<file path="config.mk">
export PLATFORM = sky130hd
export DESIGN_NAME = invert_d
export DESIGN_NICKNAME = d
export VERILOG_FILES = /design/src/rtl/invert_d.sv
export SDC_FILE = /design/constraint.sdc
export NUM_CORES = 1
export LEC_CHECK = 0
export BUFFER_PORTS_ARGS = -buffer_cell sky130_fd_sc_hd__buf_2
export CORE_MARGIN = 8
export CORE_UTILIZATION = 45
export CTS_BUF_LIST = sky130_fd_sc_hd__clkbuf_4 sky130_fd_sc_hd__clkbuf_8
export CTS_CLUSTER_SIZE = 28
export DETAILED_ROUTE_END_ITERATION = 16
export GPL_ROUTABILITY_DRIVEN = 0
export PLACE_DENSITY = 0.83
export SYNTH_ARGS = -nofsm -noshare
export SYNTH_HDL_FRONTEND = slang
export SYNTH_SLANG_ARGS = --single-unit
</file>
<file path="constraint.sdc">
create_clock -name clk -period 1.45 [get_ports clk]
set_input_delay 0.2175 -clock clk [delete_from_list [all_inputs] [get_ports clk]]
set_output_delay 0.2175 -clock clk [all_outputs]
set_load 0.05 [all_outputs]
</file>
<file path="src/rtl/invert_d.sv">
// invert_d: registered, maskable bitwise inverter for byte-wide data paths.
// Each accepted word is XORed with a per-bit invert mask and registered.
//
// Ports:
//   clk        rising-edge clock
//   rst        asynchronous, active-high reset
//   a          data word to invert
//   in_valid   a and mask are sampled on a rising clk edge when high
//   mask       per-bit invert enable (1 = invert, 0 = pass through)
//   y          registered result, a ^ mask
//   out_valid  high for one cycle after each accepted word
//   changed    high with out_valid when the new y differs from the previous y
//   parity     XOR-reduction of the current y (from the register only)
module invert_d #(
  parameter int unsigned           WIDTH   = 8,
  parameter logic [WIDTH-1:0]      RESET_Y = '0
) (
  input  logic             clk,
  input  logic             rst,
  input  logic [WIDTH-1:0] a,
  input  logic             in_valid,
  input  logic [WIDTH-1:0] mask,
  output logic [WIDTH-1:0] y,
  output logic             out_valid,
  output logic             changed,
  output logic             parity
);

  logic [WIDTH-1:0] y_next;

  always_comb begin
    y_next = a ^ mask;
  end

  always_ff @(posedge clk or posedge rst) begin
    if (rst) begin
      y         <= RESET_Y;
      out_valid <= 1'b0;
      changed   <= 1'b0;
    end else if (in_valid) begin
      y         <= y_next;
      out_valid <= 1'b1;
      // Compared against the value being replaced, so the first word after
      // reset is measured against RESET_Y.
      changed   <= (y_next != y);
    end else begin
      out_valid <= 1'b0;
      changed   <= 1'b0;
    end
  end

  assign parity = ^y;

endmodule

</file>
## Yosys cells after proc, flatten, opt, wreduce, memory -nomap -nowiden

Cells that the tools add are included.

| storage, ports and cells | value |
|---|---|
| flip-flop bits (word level) | 10 |
| word-level logic and storage cells | 8 |

| operators by class | value |
|---|---|
| equality and inequality tests | 1 |
| mux-type cells | 2 |
| bitwise operators | 1 |
| reduce and logical (&&, ||, !) cells | 1 |

Operators by type and width:

| cell | number |
|---|---|
| $ne 8x8->1 | 1 |
| $reduce_xor 8->1 | 1 |
| $xor 8x8->8 | 1 |
| $mux 1 | 2 |

## Longest topological paths before layout

Gate-level depths: netlist (run 1).

| logic depth | value |
|---|---|
| depth after elaboration | 3 |
| gate-level depth with buffers | 4 |
| depth with buffers taken out | 3 |

## Worst setup path before layout (run 1)

Ideal clock, no wire load.

| timing path | value |
|---|---|
| path kind | register -> output |
| start point | register y[4] |
| end point | output port parity |
| arrival time | 1831 ps |
| required time | 1233 ps |
| slack | -599 ps |
| stages on the path, launching flop included | 4 |
| buffers on the path | 0 |
| cells stage by stage | dfrtp_1 > xor2_1 > xnor2_1 > xnor2_1 |

| on the way | value |
|---|---|
| longest elaborated chain between the ends | 1 |

Ends and longest elaborated chain:

| item | line | source |
|---|---|---|
| from (decl) | 23 | `output logic [WIDTH-1:0] y,` |
| from (signal assigned) | 41 | `y <= y_next;` |
| $reduce_xor 8->1 | 52 | `assign parity = ^y;` |
| to (decl) | 26 | `output logic parity` |

No other way between the ends.

## Worst setup path in the final report (run 1)

| timing path | value |
|---|---|
| start point | register y[2] |
| end point | output port parity |

The elaborated chain is that of the path after synthesis.

==> results of run 1 <==
[path summary, 6_finish.rpt]
path	end	slack, ns	cells after the start
worst max-delay path	parity	-0.15	4
worst min-delay path	out_valid	0.23	1
worst max register to register	changed	0.09	4
worst min register to register	y[0]	0.64	2
max in group asynchronous	y[6]	0.67	3
min in group asynchronous	y[7]	0.47	3
[layer usage]
layer / vias to the layer above / part of all wire, % / track usage, %
met4: 0 / 2.2 / 6.30
met3: 4 / 7.2 / 3.86
met1: 240 / 39 / 13.7
met5: - / 0 / 0
met2: 21 / 51 / 20.5
li1: 263 / - / -
[final cells by class]
class	instances	area, um^2	area share [%]
multi-input cells	42	429	44.6
flip-flops and latches	10	260	27.0
repair buffers	37	214	22.2
clock buffers	4	36.3	3.77
well taps	15	18.8	1.95
inverters	1	3.75	0.390
[report_power, final]
group          switching [W]  internal, W
clock               0.000101     0.000153
sequential         0.0000321     0.000314
combinational       0.000375     0.000304
total               0.000509     0.000771
[flip-flops by register name (all words and copies together) (netlist names)]
name / flops
y: 8
changed: 1
out_valid: 1
[cells in the final DEF, fill, tap and decap left out, types with 2 or more instances in the layout]
cell type	Yosys	layout
xnor3_1	5	5
xnor2_1	16	10
nor2_1	8	8
clkbuf_4	0	3
buf_2	0	28
dfrtp_2	0	8
dfrtp_1	10	2
a21oi_1	8	8
buf_4	0	7
xnor2_2	0	6
[critical path: cells and delay by family, from the launching register on]
kind                   cells  cell delay [ns]
flip-flops                 1             0.44
buffers and inverters      1             0.17
XOR/XNOR                   3             0.50
[kinds of logic (layout without fill, tap and decap cells)]
| family | count (synthesis) | after routing | share of synthesized area (%) |
|---|---|---|---|
| xor gates and xnor gates | 23 | 23 | 44.7 |
| DFF | 10 | 10 | 39.2 |
| and+or+nand+nor | 10 | 10 | 6.27 |
| AOI/OAI and AO/OA | 9 | 9 | 8.04 |
| buffers and inverters | 3 | 42 | 1.76 |
[metrics by stage]
stage / setup TNS [ns] / util, % / cell area, um^2 / setup slack [ns] / hold WS, ns
final: -0.149 / 73.0 / 962 / -0.149 / 0.231
after global routing: -0.191 / 73.0 / 962 / -0.191 / 0.238
after CTS: -0.177 / 72.5 / 955 / -0.177 / 0.228
after detailed placement: -0.00317 / 64.5 / 850 / -0.00317 / 0.220
after global placement: 0 / 64.5 / 850 / 0.0364 / 0.208
after floorplan: -0.164 / - / 656 / -0.164 / 0.0571
[timing repair]
action | CTS | global route
hold buffers | 1 | 0
endpoints found under the hold margin | 10 | 0
gates resized for setup | 8 | 0
setup endpoints to repair | 1 | 1
setup buffers | 1 | 1
pin swaps | 5 | 3
==> results.ini, run 1 <==
[global_routing]
grt_overflow = 0
track_usage_pct = 12.2
grt_pass1_wl_um = 2550
grt_pass1_vias = 609
grt_max_degree = 19
antenna_found_initial = 0

[synth]
syn_area_per_cell_um2 = 11.6
synthCells = 55
synth-seq-cells = 10
yosys.area.top_type = dfrtp_1
yosys.area.top_type_share_pct = 39.2
yosysMostFrequentCell = xnor2_1
yosysUniqueCellTypes = 12
synthTopCellsByCount = xnor2_1, dfrtp_1, a21oi_1, nor2_1, xnor3_1
yosysSeqAreaShare_pct = 39.2
synth-async-reset-ratio_pct = 100
synth_warnings = 0
synthTopCellsByArea = dfrtp_1, xnor2_1, xnor3_1
syn-num-nets = 74
synth_edf_count = 0
synth-main-ff-cell = dfrtp_1
synth_area_um2 = 638

[clocking]
cts_made_buffers = 3
clock_path_buffers = 2
cts-root-buf = clkbuf_4
h-tree-depth = 1
cts_tree = yes
clock_latency_ns = 0.27
clock-sinks = 10
path_clk_slew_ns = 0.07

[drt]
drc = 0
finalWirelength_um = 1580
dr.pass1.iters = 2
viasPerCell = 4.84
vias = 528
wl_per_cell_um = 14.5
ant_nets = 0
initialDrtViolationCount = 5

[power]
finalPower_w = 0.00128
power_density_nw_per_um2 = 1330
ir_drop_mv = 0.739
leakage_nw = 0.481

[sta]
setup_slack_ns = -0.149
worst_slew_pin_slew_ns = 0.394
fmax_ghz = 0.625
max-slew-margin-rel_pct = 73.7
drv_slew = 0
period_share_pct = 110
hold_viol = 0
clock_skew_ns = 0.00153
setup_viol = 1
fin_crit_ns = 1.60
rsz0062_at_grt = yes

[cells_and_area]
antenna_cells = 0
drive_above_1_share_pct = 59.6
fin_cells = 109
nFillCells = 95
nets = 114
syn2layout_area_growth_pct = 50.8

[placement]
port_buffers = 29
place_hpwl_um = 1270
dp_cells = 102

[setup_path]
cp.required_ns = 1.23
cp.arrival_ns = 1.38
crit_type = flip-flop to output port
crit_start = y[2]
crit_top_cell = xnor2_2
max_stage_delay_ns = 0.44
slowest_stage = dfrtp_2
crit_path_max_fanout = 4
reg2reg_from = y[7]
cp-end-kind = output port
critPathLaunchType = flip-flop
crit_chain = xnor2_2 -> xnor2_2 -> xnor2_2 -> buf_6

[die]
coreArea_um2 = 1320
initial_utilization_pct = 48.4
num_rows = 13
die_y_um = 53.7
ios = 30
die_w_um = 53.7
die_area_um2 = 2880

[flow_run]
drv_cap = 0

[worst_hold_path]
hold_class = input pin to flip-flop
hold_path.startpoint = in_valid

[outcome]
failed_checks = negative setup slack
outcome = complete, but fails checks

No activity file was read; power rests on OpenSTA's default activity.
==> run 2, diff against run 1 <==
Settings changed: PLACE_DENSITY 0.83 to 0.78.
==> results.ini, run 2 (synthesis gave the netlist of run 1 again) <==
[power]
pwr-share-clk_pct = 19.7  ; about the same
p_int_w = 0.000773  ; +0.31%
finalPower_w = 0.00128  ; about the same
p_switching_w = 0.000506  ; -0.62%
share_comb_of_total_power_pct = 53.3  ; +0.2 points
power_density_nw_per_um2 = 1330  ; about the same
p_sw_share_pct = 39.5  ; -0.22 points
ir_drop_mv = 0.804  ; +8.8%
leakage_nw = 0.480  ; about the same
pwr-share-seq_pct = 27.0  ; about the same

[cells_and_area]
largest_reg_flops = 8  ; unchanged
nets = 114  ; unchanged
fin_util_pct = 73.0  ; unchanged
stdcell_area_um2 = 962  ; unchanged
final_common_cell = buf_2
antenna_cells = 0  ; unchanged
final_cell_mix = buf_2, xnor2_1, nor2_1, a21oi_1, dfrtp_2
syn2layout_area_growth_pct = 50.8  ; unchanged
top_regs = y: 8 flops, changed: 1 flops, out_valid: 1 flops
largest_register = y
drive_above_1_share_pct = 59.6  ; unchanged

[sta]
max-slew-margin-rel_pct = 75.7  ; +2.0 points
hold_viol = 0  ; unchanged
fin_crit_ns = 1.62  ; +0.0169 ns
period_share_pct = 111  ; +1.2 points
rsz0062_at_grt = yes
worst_slew_pin_slew_ns = 0.365  ; -0.0298 ns
drv_slew = 0  ; unchanged
setup_viol = 1  ; unchanged
fmax_ghz = 0.619  ; -1.0%
setup_slack_ns = -0.166  ; -0.0169 ns
clock_skew_ns = 0.000526  ; -0.00100 ns
worst_hold_slack_ns = 0.242  ; +0.0112 ns

[setup_path]
critPathLaunchType = flip-flop
crit_type = flip-flop to output port
r2r_cells = 4  ; unchanged
crit_top_cell = xnor2_2
slowest_stage = dfrtp_2
r2r_setup_slack_ns = 0.01  ; -0.08 ns
cp-end-kind = output port
cp.required_ns = 1.23  ; about the same
r2r_end = changed
cp.arrival_ns = 1.40  ; +0.02 ns
max_stage_delay_ns = 0.44  ; about the same
crit_path_max_fanout = 4  ; unchanged
reg2reg_from = y[6]
crit_chain = xnor2_2 -> xnor2_2 -> xnor2_2 -> buf_6

[die]
die_area_um2 = 2880  ; unchanged
initial_utilization_pct = 48.4  ; unchanged
coreArea_um2 = 1320  ; unchanged
num_rows = 13  ; unchanged
ios = 30  ; unchanged
die_w_um = 53.7  ; unchanged
die_y_um = 53.7  ; unchanged

[clocking]
clock_path_buffers = 2  ; unchanged
cts_tree = yes
path_clk_slew_ns = 0.07  ; about the same
clock_latency_ns = 0.26  ; about the same
clock-sinks = 10  ; unchanged
cts-root-buf = clkbuf_4
h-tree-depth = 1  ; unchanged
cts_made_buffers = 3  ; unchanged

[drt]
viasPerCell = 4.82  ; -0.57%
wl_per_cell_um = 13.1  ; -9.6%
finalWirelength_um = 1430  ; -9.6%
drc = 0  ; unchanged
ant_nets = 0  ; unchanged
dr.pass1.iters = 3  ; +1
vias = 525  ; -0.57%
initialDrtViolationCount = 3  ; -2

[worst_hold_path]
hold_path.startpoint = in_valid
holdPathStages = 1  ; unchanged
hold_class = input pin to flip-flop
hold-path-endpoint = out_valid

[global_routing]
antenna_found_initial = 0  ; unchanged
grt_pass1_wl_um = 2470  ; -3.3%
track_usage_pct = 11.3  ; -0.92 points
grt_overflow = 0  ; unchanged
grt_max_degree = 19  ; unchanged
grt_pass1_vias = 578  ; -5.1%

[outcome]
outcome = complete, but fails checks
failed_checks = negative setup slack

[placement]
post_dp_cell_area_um2 = 850  ; unchanged
port_buffers = 29  ; unchanged
place_hpwl_um = 1180  ; -6.7%

[flow_run]
drv_cap = 0  ; unchanged

[run 2: cell counts in the layout (fill, tap and decap cells not counted)]
Identical to the previous run, type by type.
[run 2: per-stage QoR]
| stage | setup slack [ns] | std cells | TNS (ns) |
|---|---|---|---|
| 2_1_floorplan | -0.164 | 55 | -0.164 |
| 4_1_cts | -0.232 | 107 | -0.232 |
| 6_report | -0.166 | 109 | -0.166 |
| 3_5_place_dp | -0.0332 | 102 | -0.0332 |
| 3_3_place_gp | 0.0272 | 102 | 0 |
| 5_1_grt | -0.232 | 109 | -0.269 |
[run 2: cell type report]
cell class | count | area (um^2)
multi-input combinational | 42 | 429
fill | 100 | 355
tap | 15 | 18.8
clock buffer | 4 | 36.3
timing repair buffer | 37 | 214
sequential | 10 | 260
inverter | 1 | 3.75
[run 2: worst max path at each step]
stage	startpoint	to	slack (ns)	cells after the start
2_1_floorplan	y[7]	parity	-0.16	3
3_3_place_gp	y[0]	parity	0.03	4
3_5_place_dp	y[2]	parity	-0.03	4
4_1_cts	y[7]	parity	-0.23	4
5_1_grt	y[2]	parity	-0.23	4
6_report	y[2]	parity	-0.17	4
[run 2: worst max-delay path: cells and delay by family (launching register included)]
kind,cells,cell delay (ns)
XOR/XNOR,3,0.52
flip-flops,1,0.44
buffers and inverters,1,0.18
[run 2: what timing repair did]
item | in CTS | in global routing
hold buffers | 1 | 0
buffers inserted | 0 | 2
endpoints found under the setup margin | 1 | 1
pin swaps | 1 | 4
resized for setup | 2 | 6
endpoints found under the hold margin | 10 | 0
cloned | 0 | 0
[run 2: routing by layer]
| layer | GRT usage (%) | vias to the layer above | share of wire (%) |
|---|---|---|---|
| met1 | 13.1 | 247 | 44 |
| li1 | - | 261 | - |
| met2 | 19.1 | 17 | 51 |
| met3 | 3.03 | 0 | 4.8 |
| met4 | 5.04 | 0 | 0 |
| met5 | 0 | - | 0 |
[run 2: power groups by stage]
stage	clock (W)	sequential [W]	combinational, W
floorplan	0	0.000460	0.000328
global placement	0	0.000343	0.000584
detailed placement	0	0.000345	0.000598
CTS	0.000252	0.000339	0.000640
global route	0.000276	0.000349	0.000729
finish	0.000252	0.000346	0.000681
